### src/rtl/chan_mux_pkg.sv
// chan_mux_pkg: shared types and constants for the channel multiplexer.
// Mode enum, select-width helper and reset values.
package chan_mux_pkg;

    typedef enum logic {
        MODE_MANUAL = 1'b0,
        MODE_AUTO   = 1'b1
    } mode_e;

    localparam mode_e RST_MODE = MODE_MANUAL;
    localparam int    RST_IDX  = 0;
    localparam logic  RST_CHG  = 1'b0;

    // Width of a channel index; never below one bit.
    function automatic int sel_width(input int n);
        return (n <= 2) ? 1 : $clog2(n);
    endfunction

endpackage

### src/rtl/dwell_counter.sv
// dwell_counter: counts run cycles 0..DIV-1 and flags the last one.
// clr restarts the count from 0 in the same cycle it is asserted.
module dwell_counter #(
    parameter int DIV = 50_000_000
) (
    input  logic clk,
    input  logic reset,
    input  logic run,
    input  logic clr,
    output logic tick
);

    localparam int             CW   = $clog2(DIV) + 1;
    localparam logic [CW-1:0]  LAST = CW'(DIV - 1);

    logic [CW-1:0] cnt_q;
    logic [CW-1:0] cnt_d;
    logic [CW-1:0] base;

    // Effective count this cycle, expiry flag and next count.
    always_comb begin
        base  = clr ? '0 : cnt_q;
        tick  = run && (base == LAST);
        cnt_d = base;
        if (run) begin
            cnt_d = tick ? '0 : base + 1'b1;
        end
    end

    // Count register.
    always_ff @(posedge clk or posedge reset) begin
        if (reset) begin
            cnt_q <= '0;
        end else begin
            cnt_q <= cnt_d;
        end
    end

endmodule

### src/rtl/chan_mux_seq.sv
// chan_mux_seq: N-channel registered mux with manual select, auto-scan, hold.
// Define CHAN_MUX_SKIP_EN to add chan_mask so auto-scan skips masked channels.
module chan_mux_seq
    import chan_mux_pkg::*;
#(
    parameter  int W    = 8,
    parameter  int N    = 4,
    parameter  int DIV  = 50_000_000,
    localparam int SELW = sel_width(N)
) (
    input  logic            clk,
    input  logic            reset,
    input  logic [N*W-1:0]  data_in,
    input  logic [SELW-1:0] sel,
    input  logic            auto_en,
    input  logic            hold,
`ifdef CHAN_MUX_SKIP_EN
    input  logic [N-1:0]    chan_mask,
`endif
    output logic [W-1:0]    data_out,
    output logic [SELW-1:0] chan_out,
    output logic            chg
);

`ifdef CHAN_MUX_SKIP_EN
    // Nearest enabled channel after cur (wrapping); cur if none.
    function automatic logic [SELW-1:0] next_idx(
        input logic [SELW-1:0] cur,
        input logic [N-1:0]    mask
    );
        int c;
        next_idx = cur;
        for (int k = N - 1; k >= 1; k--) begin
            c = (int'(cur) + k) % N;
            if (mask[c]) begin
                next_idx = SELW'(c);
            end
        end
    endfunction
`else
    // Next channel in order, wrapping N-1 -> 0.
    function automatic logic [SELW-1:0] next_idx(
        input logic [SELW-1:0] cur
    );
        return (int'(cur) == N - 1) ? '0 : cur + 1'b1;
    endfunction
`endif

    mode_e           mode_q;
    mode_e           mode_d;
    logic [SELW-1:0] idx_q;
    logic [SELW-1:0] idx_d;
    logic [W-1:0]    data_q;
    logic [W-1:0]    data_d;
    logic            chg_q;
    logic            chg_d;
    logic            run;
    logic            clr;
    logic            tick;

    // Mode follows auto_en unless frozen; counter restarts on any mode change.
    always_comb begin
        mode_d = hold ? mode_q : (auto_en ? MODE_AUTO : MODE_MANUAL);
        run    = !hold && (mode_d == MODE_AUTO);
        clr    = !hold && ((mode_d == MODE_MANUAL) || (mode_q != mode_d));
    end

    dwell_counter #(
        .DIV (DIV)
    ) u_dwell (
        .clk   (clk),
        .reset (reset),
        .run   (run),
        .clr   (clr),
        .tick  (tick)
    );

    // Next index, selected data and change flag.
    always_comb begin
        idx_d = idx_q;
        if (!hold) begin
            if (!auto_en) begin
                if (int'(sel) < N) begin
                    idx_d = sel;
                end
            end else if (tick) begin
`ifdef CHAN_MUX_SKIP_EN
                idx_d = next_idx(idx_q, chan_mask);
`else
                idx_d = next_idx(idx_q);
`endif
            end
        end
        data_d = hold ? data_q : data_in[int'(idx_d)*W +: W];
        chg_d  = !hold && (idx_d != idx_q);
    end

    // State and output registers.
    always_ff @(posedge clk or posedge reset) begin
        if (reset) begin
            mode_q <= RST_MODE;
            idx_q  <= SELW'(RST_IDX);
            data_q <= '0;
            chg_q  <= RST_CHG;
        end else begin
            mode_q <= mode_d;
            idx_q  <= idx_d;
            data_q <= data_d;
            chg_q  <= chg_d;
        end
    end

    assign data_out = data_q;
    assign chan_out = idx_q;
    assign chg      = chg_q;

endmodule

### config.mk
export PLATFORM = sky130hd
export DESIGN_NAME = chan_mux_seq
export DESIGN_NICKNAME = d
export VERILOG_FILES = /design/src/rtl/chan_mux_pkg.sv /design/src/rtl/dwell_counter.sv /design/src/rtl/chan_mux_seq.sv
export SDC_FILE = /design/constraint.sdc
export NUM_CORES = 1
export LEC_CHECK = 0
export ABC_AREA = 1
export CAP_MARGIN = 5
export CORE_ASPECT_RATIO = 1.75
export CORE_MARGIN = 2
export CORE_UTILIZATION = 54
export CTS_BUF_LIST = sky130_fd_sc_hd__clkbuf_8
export DETAILED_ROUTE_END_ITERATION = 7
export PLACE_DENSITY = 0.82
export SLEW_MARGIN = 20
export SYNTH_ARGS = -nofsm -noshare
export SYNTH_HDL_FRONTEND = slang
export SYNTH_SLANG_ARGS = --single-unit
### constraint.sdc
create_clock -name clk -period 2.8 [get_ports clk]
set_input_delay 0.84 -clock clk [delete_from_list [all_inputs] [get_ports clk]]
set_output_delay 0.84 -clock clk [all_outputs]
set_load 0.03 [all_outputs]
==> flow_metrics.env <==
export IMPL_status="finished, final reports clean"
export IMPL_grt_pass1_wl_mm=12.16
export IMPL_hold_viol_final=0
export IMPL_clock_path_buffers=2
export IMPL_synth_top_family_by_area="simple AND/OR/NAND/NOR gates"
export IMPL_min_period_ns=2.598
export IMPL_crit_arrival_ns=2.79
export IMPL_postSynthAreaPerCell_um2=6.636
export IMPL_layout_common_cells="nand2_1 (97), inv_1 (74), buf_4 (51), nand3_1 (47), clkdlybuf4s50_1 (46)"
export IMPL_drt_total_wl_mm=7.636
export IMPL_start_util=0.5582
export IMPL_hold_depth=2
export IMPL_drtIter0Drc=133
export IMPL_power_leakage_nw=1.904
export IMPL_slew_headroom=0.6814
export IMPL_cts_buffers=5
export IMPL_startpoint_type="input pin"
export IMPL_synthMuxAreaShare=0
export IMPL_layout_commonest_cell="nand2_1"
export IMPL_synth_compound_area_frac=0.06641
export IMPL_placed_area_um2=3533
export IMPL_crit_chain="clkbuf_2 -> nand2_4 -> nand2_4 -> inv_4 -> nor2_4 -> ha_4 -> nand3_2 -> nor2_4 -> nand3_2 -> nor2_4 -> nand2_2 -> nand2_1 -> nand3_1 -> nand2_2 -> nand2_4 -> buf_4 -> nand3_1 -> nand2_1 -> nand2_1 -> nand2_1"
export IMPL_dp_worst_setup_slack_ns=-0.5156
export IMPL_synthTopCellsByArea="dfrtp_1 (38%), nand2_1 (14%), inv_1 (11%)"
export IMPL_slew_viol_final=0
export IMPL_portBuffers=48
export IMPL_dp_hpwl_mm=5.745
export IMPL_max_cap_violations=0
export IMPL_reg2reg_depth=19
export IMPL_finalWeightedCongestion=0.9535
export IMPL_dr_pass1_iters=5
export IMPL_yosysWarningCount=0
export IMPL_antenna_cells=0
export IMPL_critical_path_class="input pin to register"
export IMPL_synth_largest_area_cell="dfrtp_1"
export IMPL_power_density_nw_per_um2=403.2
export IMPL_final_antenna_net_count=0
export IMPL_finalCritPeriodShare=0.9279
export IMPL_crit_fanout=5
export IMPL_stdcell_count=542
export IMPL_end_kind="register"
export IMPL_synthXorXnorAreaFrac=0.02375
export IMPL_rsz0062_at_grt="no"
export IMPL_netlist_area_leader_share=0.3781
export IMPL_vdd_drop_max_mv=0.7238
export IMPL_cp_common_cell="nand2_1"
export IMPL_utilization=0.8093
export IMPL_cp_slowest_cell="ha_4"
export IMPL_clock_latency_ns=0.30
export IMPL_synthAdderAreaFrac=0.009695
export IMPL_fmax_ghz=0.3849
export IMPL_setup_viol=0
export IMPL_placed_cells=532
export IMPL_row_count=33
export IMPL_io_pins=49
export IMPL_worst_slack_ns=0.2019
export IMPL_root_buffer="clkbuf_8"
export IMPL_ys_seq_area_frac=0.3781
export IMPL_die_y_um=95.46
export IMPL_dr_total_vias=2872
export IMPL_grt_max_degree=40
export IMPL_path_clk_slew_ns=0.08
export IMPL_syn_area_um2=2581
export IMPL_r2r_end="data_out[5]$_DFFE_PP0N_"
export IMPL_crit_buf_inv=3
export IMPL_area_growth_pct=44.98
export IMPL_wl_per_cell_um=14.09
export IMPL_synth_cell_type_count=28
export IMPL_hold_path_class="register to register"
export IMPL_die_area_um2=5371
export IMPL_worst_ep_required_time_ns=2.99
export IMPL_track_usage=0.2932
export IMPL_cts_tree="built"
export IMPL_synthSimpleGateAreaFrac=0.3892
export IMPL_reg2reg_slack_ns=0.44
export IMPL_fp_dieW_um=56.27
export IMPL_min_delay_worst_endpoint="data_out[2]$_DFFE_PP0N_"
export IMPL_cts_sinks=39
export IMPL_hold_slack_ns=0.4881
export IMPL_worstHoldStart="data_out[2]$_DFFE_PP0N_"
export IMPL_grt_pass1_vias=2894
export IMPL_cpLargestDelayFamily="simple AND/OR/NAND/NOR gates"
export IMPL_r2r_start="mode_q$_DFF_PP0_"
export IMPL_synth_seq_cells=39
export IMPL_vias_per_cell=5.299
export IMPL_fillerInstances=321
export IMPL_worstMarginPinSlew_ns=0.4779
export IMPL_critPathMaxStageDelay_ns=0.16
export IMPL_antenna_found_initial=0
export IMPL_synthCells=389
export IMPL_drc=0
export IMPL_core_um2=4624
export IMPL_grt_overflow=0
export IMPL_holdBufCountCts=0
export IMPL_fin_skew_ns=0.005664
export IMPL_synthesis_nets=429
export IMPL_cts_htree_levels=2
export IMPL_final_nets=529
export IMPL_drive_gt1_frac=0.2000
export IMPL_post_route_cell_area_um2=3742
-- flip-flops by register name, indices dropped and copies added, names as in the netlist --
signal         cells
u_dwell.cnt_q     27
data_out           8
chan_out           2
chg                1
mode_q             1
-- synth_stat cells --
master / n
a211oi_1: 1
a21oi_1: 14
a22oi_1: 1
buf_2: 1
buf_4: 1
buf_6: 2
clkbuf_1: 4
dfrtp_1: 39
ha_1: 2
inv_1: 74
inv_2: 4
nand2_1: 99
nand2_2: 6
nand2_4: 3
nand3_1: 49
nand3_2: 1
nand4_1: 5
nor2_1: 44
nor2_2: 5
nor2_4: 2
nor3_1: 5
nor4_1: 5
o211ai_1: 1
o21ai_0: 12
o2bb2ai_1: 1
o311a_1: 1
xnor2_1: 1
xor2_1: 6
-- cell families after synthesis --
| family | Yosys count |
|---|---|
| compound gates | 31 |
| xor+xnor | 7 |
| fa+ha+maj | 2 |
| buf+inv | 86 |
| flops | 39 |
| simple gates | 224 |
-- per-stage QoR --
stage	total power, mW	setup TNS (ns)
final	1.509	0
after CTS	1.499	0
after global routing	1.575	0
after detailed placement	1.023	-11.94
after floorplan	0.8515	-0.7753
after global placement	1.013	-9.395
-- cell type report --
| cell class | count | area, um2 | share of cell area |
|---|---|---|---|
| inverters | 78 | 300.3 | 0.08024 |
| multi-input cells | 264 | 1390 | 0.3714 |
| repair buffers | 101 | 893.4 | 0.2387 |
| flip-flops and latches | 39 | 975.9 | 0.2608 |
| clock buffers | 6 | 82.58 | 0.02207 |
| well taps | 52 | 65.06 | 0.01739 |
| clock inverters | 2 | 35.03 | 0.009361 |
-- what timing repair did --
| item | CTS | global route |
|---|---|---|
| endpoints found under the setup margin | 21 | 15 |
| pin swaps | 2 | 2 |
| setup buffers | 0 | 2 |
| resized for setup | 5 | 19 |
-- where the power goes --
| group | total (mW) | internal, mW | switching (mW) |
|---|---|---|---|
| Combinational | 0.402 | 0.183 | 0.219 |
| Clock | 0.486 | 0.288 | 0.198 |
| Sequential | 0.620 | 0.596 | 0.0238 |
-- worst reg2reg max path: stages, from the launching register on --
cell     delay (ns)
dfrtp_1        0.41
nand2_4        0.07
nand2_4        0.09
inv_4          0.05
nor2_4         0.13
ha_4           0.16
nand3_2        0.12
nor2_4         0.13
nand3_2        0.12
nor2_4         0.16
nand2_2        0.08
nand2_1        0.07
nand3_1        0.09
nand2_2        0.11
nand2_4        0.09
buf_4          0.15
nand3_1        0.08
nand2_1        0.06
nand2_1        0.05
nand2_1        0.05
-- layer usage --
| layer | track usage | vias to the layer above | share of wire |
|---|---|---|---|
| li1 | - | 1402 | - |
| met1 | 0.2593 | 1319 | 0.32 |
| met2 | 0.6069 | 125 | 0.58 |
| met3 | 0.04749 | 26 | 0.054 |
| met4 | 0.1528 | 0 | 0.042 |
| met5 | 0 | - | 0 |
-- worst max path at each step --
stage                             endpoint  depth (start not counted)  startpoint
3_5_place_dp   u_dwell.cnt_q[26]$_DFF_PP0_                         13     auto_en
5_1_grt            data_out[5]$_DFFE_PP0N_                         20     auto_en
6_report           data_out[5]$_DFFE_PP0N_                         20     auto_en
4_1_cts            data_out[5]$_DFFE_PP0N_                         20     auto_en
3_3_place_gp   u_dwell.cnt_q[23]$_DFF_PP0_                         16     auto_en
2_1_floorplan                chg$_DFF_PP0_                         19     auto_en
No activity file was read; power rests on OpenSTA's default activity.
